`src/rtl/moving_average_pkg.sv`:
```
// Shared types and sizing helpers for the multi-channel moving-average block.
package moving_average_pkg;

  typedef enum logic [1:0] {
    ST_IDLE = 2'd0,
    ST_WAIT = 2'd1,
    ST_PROC = 2'd2
  } state_t;

  function automatic int sum_w_of(input int sample_w, input int log2_win);
    return sample_w + log2_win;
  endfunction

  function automatic int window_of(input int log2_win);
    return 1 << log2_win;
  endfunction

  function automatic int half_depth_of(input int addr_w);
    return 1 << (addr_w - 1);
  endfunction

  // Half an LSB of the divided result, used for round-half-up.
  function automatic int round_offset(input int log2_win);
    return (log2_win == 0) ? 0 : (1 << (log2_win - 1));
  endfunction

endpackage

```
`src/rtl/avg_channel_ring.sv`:
```
// One channel's ring buffer and running sum; o_result is the average after the pending update.
// Build option: MOVING_AVERAGE_ROUND_EN selects round-half-up instead of truncation.
module avg_channel_ring
  import moving_average_pkg::*;
#(
  parameter int SAMPLE_W = 8,
  parameter int LOG2_WIN = 2
) (
  input  logic                i_clk,
  input  logic                i_rst,
  input  logic                i_upd,
  input  logic [LOG2_WIN-1:0] i_rp,
  input  logic [SAMPLE_W-1:0] i_sample,
  output logic [SAMPLE_W-1:0] o_result
);

  localparam int SUM_W  = sum_w_of(SAMPLE_W, LOG2_WIN);
  localparam int WINDOW = window_of(LOG2_WIN);

  logic [SAMPLE_W-1:0] r_ring [WINDOW];
  logic [SUM_W-1:0]    r_sum;
  logic [SUM_W-1:0]    w_sum_nxt;
  logic [SUM_W-1:0]    w_sum_adj;

  // The oldest sample is always contained in r_sum, so the subtraction never underflows.
  assign w_sum_nxt = r_sum + SUM_W'(i_sample) - SUM_W'(r_ring[i_rp]);

`ifdef MOVING_AVERAGE_ROUND_EN
  assign w_sum_adj = w_sum_nxt + SUM_W'(round_offset(LOG2_WIN));
`else
  assign w_sum_adj = w_sum_nxt;
`endif

  assign o_result = w_sum_adj[SUM_W-1 -: SAMPLE_W];

  always_ff @(posedge i_clk) begin
    if (i_rst) begin
      r_sum <= '0;
      for (int i = 0; i < WINDOW; i++) r_ring[i] <= '0;
    end else if (i_upd) begin
      r_sum        <= w_sum_nxt;
      r_ring[i_rp] <= i_sample;
    end
  end

endmodule

```
`src/rtl/moving_average_multi.sv`:
```
// N-channel moving average with ADC clock generation and ping-pong output buffer sequencing.
// Build option: MOVING_AVERAGE_ROUND_EN (rounding inside avg_channel_ring).
module moving_average_multi
  import moving_average_pkg::*;
#(
  parameter int CHANNELS = 2,
  parameter int SAMPLE_W = 8,
  parameter int LOG2_WIN = 2,
  parameter int ADDR_W   = 10,
  parameter int ADC_DIV  = 8
) (
  input  logic                         CLK,
  input  logic                         RST,
  input  logic                         ENA,
  input  logic                         MODE,
  input  logic [CHANNELS*SAMPLE_W-1:0] ADC_DATA,
  output logic                         CLK_ADC,
  output logic [SAMPLE_W-1:0]          DATA_OUT,
  output logic [ADDR_W-1:0]            WADDR_OUT,
  output logic                         WENA_OUT,
  output logic [1:0]                   BUFREADY,
  input  logic [1:0]                   BUF_ACK,
  output logic                         OVERFLOW
);

  localparam int WINDOW     = window_of(LOG2_WIN);
  localparam int HALF_DEPTH = half_depth_of(ADDR_W);
  localparam int CNT_W      = (ADC_DIV > 1) ? $clog2(ADC_DIV) : 1;
  localparam int CH_W       = (CHANNELS > 1) ? $clog2(CHANNELS) : 1;

  state_t                       r_state, w_state_nxt;
  logic [CNT_W-1:0]             r_cnt, w_cnt_nxt;
  logic                         r_clk_adc;
  logic [CHANNELS*SAMPLE_W-1:0] r_adc_p0;
  logic                         r_mode_p0;
  logic [CH_W-1:0]              r_ch;
  logic [LOG2_WIN-1:0]          r_rp;
  logic [ADDR_W-1:0]            r_wp;
  logic [SAMPLE_W-1:0]          w_res [CHANNELS];
  logic                         w_strobe, w_last_ch, w_wr_req, w_last_word;
  logic [1:0]                   w_set;

  assign w_cnt_nxt = (r_cnt == CNT_W'(ADC_DIV - 1)) ? '0 : r_cnt + CNT_W'(1);
  assign w_strobe  = ENA && (r_state == ST_WAIT) && (r_cnt == CNT_W'(ADC_DIV - 1));
  assign w_last_ch = (r_ch == CH_W'(CHANNELS - 1));
  assign CLK_ADC   = r_clk_adc;

  always_ff @(posedge CLK) begin
    if (RST || !ENA) begin
      r_cnt     <= '0;
      r_clk_adc <= 1'b0;
    end else begin
      r_cnt     <= w_cnt_nxt;
      r_clk_adc <= (w_cnt_nxt < CNT_W'(ADC_DIV / 2));
    end
  end

  always_comb begin
    w_state_nxt = r_state;
    case (r_state)
      ST_IDLE: if (ENA) w_state_nxt = ST_WAIT;
      ST_WAIT: begin
        if (!ENA)          w_state_nxt = ST_IDLE;
        else if (w_strobe) w_state_nxt = ST_PROC;
      end
      ST_PROC: if (w_last_ch) w_state_nxt = ENA ? ST_WAIT : ST_IDLE;
      default: w_state_nxt = ST_IDLE;
    endcase
  end

  always_ff @(posedge CLK) begin
    if (RST) begin
      r_state   <= ST_IDLE;
      r_ch      <= '0;
      r_rp      <= '0;
      r_mode_p0 <= 1'b0;
    end else begin
      r_state <= w_state_nxt;
      if (w_strobe) begin
        r_mode_p0 <= MODE;
        r_ch      <= '0;
      end else if (r_state == ST_PROC) begin
        if (w_last_ch) begin
          r_ch <= '0;
          r_rp <= r_rp + LOG2_WIN'(1);
        end else begin
          r_ch <= r_ch + CH_W'(1);
        end
      end
    end
  end

  // Stage p0: all channels captured at the strobe.
  always_ff @(posedge CLK) begin
    if (w_strobe) r_adc_p0 <= ADC_DATA;
  end

  for (genvar g = 0; g < CHANNELS; g++) begin : g_ch
    avg_channel_ring #(
      .SAMPLE_W(SAMPLE_W),
      .LOG2_WIN(LOG2_WIN)
    ) u_ring (
      .i_clk    (CLK),
      .i_rst    (RST),
      .i_upd    ((r_state == ST_PROC) && (r_ch == CH_W'(g))),
      .i_rp     (r_rp),
      .i_sample (r_adc_p0[g*SAMPLE_W +: SAMPLE_W]),
      .o_result (w_res[g])
    );
  end

  assign w_wr_req    = (r_state == ST_PROC) && (!r_mode_p0 || (r_rp == LOG2_WIN'(WINDOW - 1)));
  assign w_last_word = (WADDR_OUT[ADDR_W-2:0] == (ADDR_W-1)'(HALF_DEPTH - 1));
  assign w_set       = {WENA_OUT && w_last_word && WADDR_OUT[ADDR_W-1],
                        WENA_OUT && w_last_word && !WADDR_OUT[ADDR_W-1]};

  // Stage p1: registered write to the output buffer; a full target half drops the word.
  always_ff @(posedge CLK) begin
    if (RST) begin
      DATA_OUT  <= '0;
      WADDR_OUT <= '0;
      WENA_OUT  <= 1'b0;
      r_wp      <= '0;
      BUFREADY  <= 2'b00;
      OVERFLOW  <= 1'b0;
    end else begin
      WENA_OUT <= 1'b0;
      if (w_wr_req) begin
        if (BUFREADY[r_wp[ADDR_W-1]]) begin
          OVERFLOW <= 1'b1;
        end else begin
          WENA_OUT  <= 1'b1;
          DATA_OUT  <= w_res[r_ch];
          WADDR_OUT <= r_wp;
          r_wp      <= r_wp + ADDR_W'(1);
        end
      end
      BUFREADY <= (BUFREADY & ~BUF_ACK) | w_set;
    end
  end

endmodule

```
`config.mk`:
```
export PLATFORM = sky130hd
export DESIGN_NAME = moving_average_multi
export DESIGN_NICKNAME = d
export VERILOG_FILES = /design/src/rtl/moving_average_pkg.sv /design/src/rtl/avg_channel_ring.sv /design/src/rtl/moving_average_multi.sv
export SDC_FILE = /design/constraint.sdc
export NUM_CORES = 1
export LEC_CHECK = 0
export ABC_AREA = 1
export CAP_MARGIN = 40
export CORE_ASPECT_RATIO = 1.2
export CORE_UTILIZATION = 55
export CTS_BUF_LIST = sky130_fd_sc_hd__clkbuf_4 sky130_fd_sc_hd__clkbuf_8
export CTS_CLUSTER_DIAMETER = 80
export DETAILED_ROUTE_END_ITERATION = 10
export GPL_ROUTABILITY_DRIVEN = 0
export PLACE_DENSITY = 0.75
export SLEW_MARGIN = 20
export SYNTH_ARGS = -nofsm -noshare
export SYNTH_HDL_FRONTEND = slang
export SYNTH_SLANG_ARGS = --single-unit
```
`constraint.sdc`:
```
create_clock -name CLK -period 8.5 [get_ports CLK]
set_input_delay 1.7 -clock CLK [delete_from_list [all_inputs] [get_ports CLK]]
set_output_delay 1.7 -clock CLK [all_outputs]
set_load 0.1 [all_outputs]
```
* After elaboration in Yosys (flattened, before gate mapping)
Memories as Yosys holds them, arrays and structs flattened. A register that Yosys moved wholly into a read port is not among the register bits.
Index checks and enable logic that the tools add are counted.
** Cells by class
- $add $sub $neg :: 8
- Multipliers :: 0
- Div/mod/pow operators :: 0
- Order comparisons :: 3
- Equal/unequal tests :: 8
- Shifts and indexed selects :: 0
- Multiplexer cells :: 32
- Bitwise logic cells :: 8
- Reductions and logical operators :: 22
** Operator list (number)
- 2-to-1 mux 8 bit :: 5
- adder 10 x 8 -> 10 bit :: 2
- 2-to-1 mux 2 bit :: 10
- subtractor 10 x 8 -> 10 bit :: 2
- OR reduction 8 bit :: 2
- 2-to-1 mux 1 bit :: 15
- adder 10 x 1 -> 10 bit (second input constant) :: 1
- == test 9 bit (second input constant) :: 1
- logical AND 1 bit :: 8
- case mux 2 bit (3 select lines) :: 1
- AND reduction 3 bit :: 2
- == test 2 bit (second input constant) :: 2
- inequality test 2 bit (second input constant) :: 2
- NOT 1 bit :: 4
- AND reduction 2 bit :: 2
- OR reduction 2 bit :: 2
- adder 3 x 1 -> 3 bit (second input constant) :: 1
- == test 3 bit (second input constant) :: 1
- logical NOT 1 bit :: 3
- < comparator 3 bit (second input constant) :: 1
- 2-to-1 mux 3 bit :: 1
- inequality test 3 bit (second input constant) :: 1
- adder 2 x 1 -> 2 bit (second input constant) :: 1
- bitwise AND 2 bit :: 1
- other kinds (9) :: 10
** Storage, ports and cells
- Register bits :: 78
- Bits in latches :: 0
- RAM bits :: 64
- ROM bits :: 0
- Input port bits :: 22
- Output and inout bits :: 23
- Logic and storage cells :: 98
- Memories kept :: 2
** Memory list
- g_ch[0].u_ring.r_ring :: depth 4, width 8, read ports 1, clocked after memory_dff 1, write ports 4, RTL line avg_channel_ring.sv:20 : logic [SAMPLE_W-1:0] r_ring [WINDOW];
- g_ch[1].u_ring.r_ring :: depth 4, width 8, read ports 1, clocked after memory_dff 1, write ports 4, RTL line avg_channel_ring.sv:20

* Depth between registers and ports, before layout
Gate-level depths: netlist (run 1).
- Depth in word-level cells :: 7
- Mapped depth :: 17
- Gate-level depth less buffers :: 16

* Hierarchy
From an unflattened synthesis (run 1), not the netlist that was laid out.
** Second synthesis, totals
- Cells, all modules :: 828
- Area total of the unflattened synthesis :: 7349.5 um^2
** By module, submodules not included
- avg_channel_ring at g_ch[1].u_ring :: times used 1, cells each 289, area each 2538.7 um^2, sequential area each 1161.1 um^2
- avg_channel_ring at g_ch[0].u_ring :: times used 1, cells each 289, area each 2512.4 um^2, sequential area each 1161.1 um^2
- moving_average_multi :: times used 1, cells each 250, area each 2298.5 um^2, sequential area each 1321.3 um^2

* Least setup slack after synthesis (run 1)
OpenSTA, ideal clock, no wires.
- Path kind :: in2reg
- Start :: in ENA
- End :: reg r_adc_p0[0], enable pin
- Library setup time :: 0.371 ns
- Data arrival time :: 2.375 ns
- Required time :: 8.129 ns
- Slack :: 5.754 ns
- Stages :: 4
- Path buffers :: 0
- Path through :: inv_1 nor3_1 nand2_1 inv_1
** On the way
- Word-level cells in the longest chain between the ends :: 2
** Ends and longest elaborated chain
- from (decl) :: RTL line moving_average_multi.sv:14 : input logic ENA,
- logical AND 1 bit (2 in a row) :: RTL line moving_average_multi.sv:44 : assign w_strobe = ENA && (r_state == ST_WAIT) && (r_cnt == CNT_W'(ADC_DIV - 1));
- named net w_strobe :: RTL line moving_average_multi.sv:40 : logic w_strobe, w_last_ch, w_wr_req, w_last_word;
- to (signal assigned) :: RTL line moving_average_multi.sv:95 : if (w_strobe) r_adc_p0 <= ADC_DATA;
- to (decl) :: RTL line moving_average_multi.sv:34 : logic [CHANNELS*SAMPLE_W-1:0] r_adc_p0;
The timed path passes the listed nets, and every way through them passes these cells.
A chain may end at the register's enable or synchronous reset.

==> results.md, run 1 <==
* Synth Instances at between 700 and 800
* Max incr delay on CP at roughly 0.63 ns
* Initial core utilization at approximately 57%
* FFs w/ async S/R, synth at 0%
* Primary FF master, synth: edfxtp_1
* Clock Power Share at around 38%
* Worst VDD drop at 0.119 mV
* Synth cell types at 44
* Post-Syn Nets at 860
* Final net count at 929
* Most common cell after layout, fill and taps aside: inv_1
* Final TNS setup at 0 ns
* Worst-Margin Slew at approximately 0.65 ns
* Vias at 5,648
* Syn. warnings at 0
* Port Buf Inserts at between 40 and 50
* Cts bufs inserted at 17
* Number of iterations in the first detailed-routing pass at 5
* Die ar. at ~0.014 mm^2
* Overall Global Routing Usage at between 20% and 30%
* Clock transition at path regs at approximately 0.09 ns
* Switching Power at about 0.00033 W
* CTS H-Tree Depth at 4
* # IOs at 45
* Final period utilization at between 40% and 50%
* Post CTS Setup Buffer Count at 0
* Reg power frac at 56.8%
* Max-Cap Viols at 0
* Post-layout instance area at around 0.0085 mm^2
* Crit path launch: RST
* EDFF count, synth at 80
* Number of remaining DRC errors at 0
* Fmax at approximately 270 MHz
* Setup violators final at 0
* Crit-path slowest cell: clkdlybuf4s50_1
* Post-CTS Resized at 0
* First-pass GRT wire length at approximately 27 mm
* WL/cell at ~16 um
* RSZ-0062 raised after global routing: no
* Grt total ovfl at 0
* Clock sinks at roughly 140
* Kind of critical path: in2reg
* Synthesized cell area at ~0.0072 mm^2
* Area of the multi-input gates at 0.00289 mm^2
* Final setup margin at roughly 4.8 ns
* Worst Skew at just under 0.01 ns
* # diodes at 0
* Die W at 106 um
* Initial antenna violation count at 0
* Core area at 0.0127 mm^2
* Clock Tree Buf Depth at 2
* Routed Antenna Nets at 0
* Most frequent cells in the layout: inv_1 (127), nor2_1 (124), nand2_1 (111), edfxtp_1 (80), o21ai_0 (65)
* Critical path startpoint category: input pin
* R2R setup slack at around 5 ns
* Pins Over Slew Limit at 0
* Worst-Skew Late Latency at 0.45 ns
* Syn Area/Cell at between 9 and 10 um^2
* Status: finished, final reports clean
* Final core utilization at roughly two thirds
* Detailed placer's ending HPWL at 12.6 mm
* Layout fillers at 1,018
* Leakage Power at approximately 3.7 nW
* R2R cell count at 15
* Critical Path RT at about 8.6 ns
* Largest net degree at the start of global routing at 33
* Crit path cell chain: clkdlybuf4s50_1 > buf_8 > nor2_2 > inv_2 > nor2_8 > nand2_4 > nand2_1
* Die H at about 130 um
* Yosys reg bits at 144
* CTS Hold Buffers Added at 0
* Register Area at 0.00368 mm^2
* Row count at 45
* TritonCTS clock tree: done
* Hold crit path type: reg2reg
* Setup crit end: g_ch[1].u_ring.r_ring[2][3]$_SDFFCE_PN0P_
* Dpl ws at about 4.4 ns
* Root Buffer: clkbuf_8
* Max transition margin at between 50% and 60%
* Critical path capture point type: flip-flop
* Number of global-route vias before repair at approximately 5.7k
* Detailed Route Iter0 Violations at approximately 320
* Detailed Route WL at about 17 mm
* Share of cells above drive strength 1 at around a tenth
* Worst endpoint data arrival time at ~3.8 ns
* Reg-to-reg endpoint: DATA_OUT[1]$_SDFFE_PP0P_
* Via density per instance at approximately 5.4
* Switching part of the total at 25.4%
* Power Internal at roughly 0.00098 W
* Seq/Total Area, Yosys at between 50% and 60%
* Post-DP Area at 0.00814 mm^2
* Max FO, Critical Path at 16
* Min Tclk post-route at approximately 3.7 ns
* Logic pwr share at 5.6%
* # placed instances at just over 1k
* Fin cells at between 1k and 1.5k
* Power Density at ~150 mW/mm^2
* Final hold viol count at 0
* Area delta synth->final at 18.5%
* Hold path depth at 1
## area by class of cell
type / count / share of cell area (%)
Sequential cell: 144 / 43.2
Multi-Input combinational cell: 497 / 33.9
Timing Repair Buffer: 72 / 10.3
Inverter: 135 / 6.03
Clock buffer: 17 / 2.74
Tap cell: 164 / 2.41
Clock inverter: 15 / 1.45
## power groups by stage
stage	clock network, W	registers, W	logic (W)
global route	0.000526	0.000748	0.0000822
detailed placement	0	0.000763	0.0000734
finish	0.000495	0.000747	0.0000741
global placement	0	0.000763	0.0000690
CTS	0.000499	0.000747	0.0000738
floorplan	0	0.000763	0.0000443
## worst max-delay path, delay by kind of cell
kind                   cells  cell delay (ns)
buffers and inverters      3             1.13
AND/OR/NAND/NOR            4             0.98
## cells by family after synthesis
| kind of cell | count (synthesis) | share of synthesized area, % |
|---|---|---|
| adder cells (fa/ha/maj) | 40 | 8.62 |
| XOR/XNOR | 11 | 1.34 |
| buffers and inverters | 157 | 8.71 |
| flip-flops | 144 | 51.2 |
| AND/OR/NAND/NOR | 310 | 19.8 |
| AO/OA/AOI/OAI | 136 | 10.4 |
## state kept, by name, indices dropped and copies added (netlist names), 2 cells and up, named ones only
| register | cells |
|---|---|
| g_ch.u_ring.r_ring | 64 |
| g_ch.u_ring.r_sum | 20 |
| r_adc_p0 | 16 |
| WADDR_OUT | 10 |
| r_wp | 10 |
| DATA_OUT | 8 |
| r_cnt | 3 |
| BUFREADY | 2 |
| r_rp | 2 |
| r_state | 2 |
## synth_stat cells, types with 2 or more instances
cell	number	area share, %
nor3_1	6	0.42
o21ai_0	65	4.5
xor2_1	6	0.73
edfxtp_1	80	33
o21ai_2	2	0.24
clkbuf_1	12	0.63
o211ai_1	2	0.21
inv_1	127	6.6
o22ai_1	18	1.6
dfxtp_1	64	18
nand3b_1	2	0.21
nor3_2	2	0.28
xnor2_1	5	0.61
nand2_1	111	5.8
nand2_2	2	0.17
a211oi_1	2	0.21
nand3_1	37	2.6
nand3_4	2	0.49
nor2_1	124	6.5
buf_2	5	0.35
buf_6	2	0.31
nor2_8	3	0.83
nor2_4	3	0.47
nand4_1	6	0.52
o21bai_1	4	0.42
nor2_2	2	0.17
buf_4	2	0.21
fa_1	16	4.4
nand2_4	5	0.78
ha_1	24	4.2
inv_4	3	0.26
a21oi_1	39	2.7
inv_2	4	0.21
## worst min path at each step
stage	slack (ns)	start	end
5_1_grt	0.44	r_cnt[0]$_SDFF_PP0_	r_cnt[0]$_SDFF_PP0_
6_report	0.42	r_cnt[0]$_SDFF_PP0_	r_cnt[0]$_SDFF_PP0_
2_1_floorplan	0.40	r_cnt[0]$_SDFF_PP0_	r_cnt[0]$_SDFF_PP0_
3_3_place_gp	0.41	r_cnt[0]$_SDFF_PP0_	r_cnt[0]$_SDFF_PP0_
3_5_place_dp	0.41	r_cnt[0]$_SDFF_PP0_	r_cnt[0]$_SDFF_PP0_
4_1_cts	0.43	r_cnt[0]$_SDFF_PP0_	r_cnt[0]$_SDFF_PP0_
## per-layer routing
metal	track usage, %	up-vias	share of wire (%)
li1	-	2746	-
met1	31.5	2663	40
met2	46.8	195	51
met3	4.39	44	5.8
met4	11.2	0	3.1
met5	0	-	0
## per-stage QoR
stage | power [W] | hold slack (ns)
4_1_cts | 0.00132 | 0.428
3_3_place_gp | 0.000832 | 0.408
3_5_place_dp | 0.000836 | 0.415
5_1_grt | 0.00136 | 0.437
6_report | 0.00132 | 0.424
2_1_floorplan | 0.000808 | 0.398
Note: power is estimated with default switching activity, not from simulation.
==> run 2: changes to the inputs <==
Clock period 8.5 ns to 3.68 ns, I/O delays scaled along.
==> run 2 against run 1 <==
  * Sequential cell count unchanged
  * Cell area up 0.67%
  * Clock skew up 0.0068 ns
  * Global-route usage down 0.14 points
  * Utilization up 0.45 points
  * Via count down 0.46%
  * Critical endpoint is now DATA_OUT[6]$_SDFFE_PP0P_
  * Largest power group unchanged
  * Highest routed layer unchanged
==> results.md, run 2 (synthesized netlist as in run 1, its figures left out) <==
* Status: finished, final reports clean (unchanged)
* Critical Path RT at 4.05 ns (was 8.62 ns)
* Largest regs: g_ch.u_ring.r_ring (64), g_ch.u_ring.r_sum (20), r_adc_p0 (16) (unchanged)
* WL/cell at 16.0 um (was 16.1 um)
* Final TNS setup at 0 ns (unchanged)
* Worst-Margin Slew at 0.581 ns (was 0.648 ns)
* First-pass GRT wire length at 26.9 mm (was 27.3 mm)
* Initial core utilization at 56.6% (unchanged)
* CTS H-Tree Depth at 4 (unchanged)
* Worst Path Buf+Inv at 4 (was 3)
* Tot Pwr at 0.00313 W (was 0.00132 W)
* Vias at 5,622 (was 5,648)
* Final net count at 932 (was 929)
* CTS Hold Buffers Added at 0 (unchanged)
* TritonCTS clock tree: done (unchanged)
* Worst VDD drop at 0.222 mV (was 0.119 mV)
* Final hold viol count at 0 (unchanged)
* Power Density at 365 mW/mm^2 (was 154 mW/mm^2)
* Clock transition at path regs at 0.09 ns (about the same)
* # diodes at 0 (unchanged)
* Largest net degree at the start of global routing at 33 (unchanged)
* Min Tclk post-route at 3.21 ns
* Post-CTS Resized at 0 (unchanged)
* Area delta synth->final at 19.3% (was 18.5%)
* Hold crit path type: reg2reg (unchanged)
* Number of global-route vias before repair at 5,624 (was 5,671)
* Detailed Route WL at 16.7 mm (was 16.8 mm)
* Largest Register: g_ch.u_ring.r_ring (unchanged)
* Layout fillers at 1,023 (was 1,018)
* Pins Over Slew Limit at 0 (unchanged)
* Crit path cell chain: buf_4 > inv_1 > o21ai_0 > o22ai_1 > ha_1 > inv_1 > ha_1 > inv_1 > fa_1 > nand3b_1 > nand2_1 > nand3_1 > nand2_1 > nand2_1 > nand3_1 > nand3_1 > a21oi_1 (was clkdlybuf4s50_1 > buf_8 > nor2_2 > inv_2 > nor2_8 > nand2_4 > nand2_1)
* Largest delay share family, worst path: adder cells (was buffers and inverters)
* Worst Skew at 0.0164 ns (was 0.00965 ns)
* Most frequent cells in the layout: inv_1 (127), nor2_1 (124), nand2_1 (111), edfxtp_1 (80), o21ai_0 (65) (unchanged)
* Crit-path slowest cell: fa_1 (was clkdlybuf4s50_1)
* Critical path capture point type: flip-flop (unchanged)
* RSZ-0062 raised after global routing: no (unchanged)
* Max incr delay on CP at 0.40 ns (was 0.63 ns)
* Clock sinks at 144 (unchanged)
* Worst-Skew Late Latency at 0.45 ns (about the same)
* Die W at 106 um (unchanged)
* Number of remaining DRC errors at 0 (unchanged)
* Post CTS Setup Buffer Count at 0 (unchanged)
* Kind of critical path: reg2reg (was in2reg)
* Most common cell after layout, fill and taps aside: inv_1 (unchanged)
* Core area at 0.0127 mm^2 (unchanged)
* Critical path startpoint category: flip-flop (was input pin)
* Grt total ovfl at 0 (unchanged)
* Die H at 127 um (unchanged)
* Final period utilization at between 80% and 90%
* Root Buffer: clkbuf_8 (unchanged)
* Detailed placer's ending HPWL at 12.5 mm (was 12.6 mm)
* Fin cells at 1,047 (was 1,044)
* Die ar. at 0.0136 mm^2 (unchanged)
* Initial antenna violation count at 0 (unchanged)
* Max transition margin at 61.2% (was 56.7%)
* Clock Tree Buf Depth at 2 (unchanged)
* # IOs at 45 (unchanged)
* Share of cells above drive strength 1 at 10.8% (was 10.3%)
* Detailed Route Iter0 Violations at 357 (was 317)
* Overall Global Routing Usage at 26.2% (was 26.3%)
* Setup violators final at 0 (unchanged)
* Via density per instance at 5.37 (was 5.41)
* Leakage Power at 3.69 nW (was 3.66 nW)
* Row count at 45 (unchanged)
* Hold slack at 0.443 ns (was 0.424 ns)
* Cts bufs inserted at 17 (unchanged)
* Routed Antenna Nets at 0 (unchanged)
* Max FO, Critical Path at 17 (was 16)
* Max FFs per register at 64 (unchanged)
* Port Buf Inserts at 44 (unchanged)
* Fmax at 312 MHz
* Max-Cap Viols at 0 (unchanged)
* Number of iterations in the first detailed-routing pass at 6 (was 5)
* # placed instances at 1,014 (was 1,010)
* Worst endpoint data arrival time at 3.58 ns (was 3.82 ns)
* Final core utilization at 67.5% (was 67.0%)
## run 2: power breakdown
part	switching, W	leakage [nW]	internal [W]
logic	0.000106	2.17	0.0000645
registers	0.00000695	1.32	0.00172
clock network	0.000611	0.194	0.000627
total	0.000724	3.69	0.00241
## run 2: layout make-up
type                       instances  area, um^2  area share, %
sequential                       144        3680           42.9
multi-input combinational        497        2890           33.7
timing repair buffer              75         903           10.5
inverter                         135         514           5.99
clock buffer                      20         256           2.99
tap                              164         205           2.39
clock inverter                    12         134           1.56
## run 2: path summary, 6_finish.rpt
kind | startpoint | depth (start not counted) | slack, ns | end
worst min-delay path | r_cnt[0]$_SDFF_PP0_ | 1 | 0.44 | r_cnt[0]$_SDFF_PP0_
worst min register to register | r_cnt[0]$_SDFF_PP0_ | 1 | 0.44 | r_cnt[0]$_SDFF_PP0_
worst max register to register | flip-flop | 17 | 0.47 | DATA_OUT[6]$_SDFFE_PP0P_
worst max-delay path | flip-flop | 17 | 0.47 | DATA_OUT[6]$_SDFFE_PP0P_
## run 2: metrics by stage
step | setup WS (ns) | area [um^2]
3_3_place_gp | 0.637 | 7790
4_1_cts | 0.482 | 8570
5_1_grt | 0.189 | 8590
2_1_floorplan | 0.987 | 7200
6_report | 0.470 | 8590
3_5_place_dp | 0.536 | 8180
## run 2: layer usage
metal / vias to the layer above / part of all wire [%] / wire (um) / GRT usage (%)
li1: 2739 / - / - / -
met1: 2627 / 40 / 6690 / 30.3
met2: 200 / 50 / 8330 / 45.5
met3: 56 / 5.3 / 891 / 5.31
met4: 0 / 4.9 / 825 / 14.2
met5: - / 0 / 0 / 0
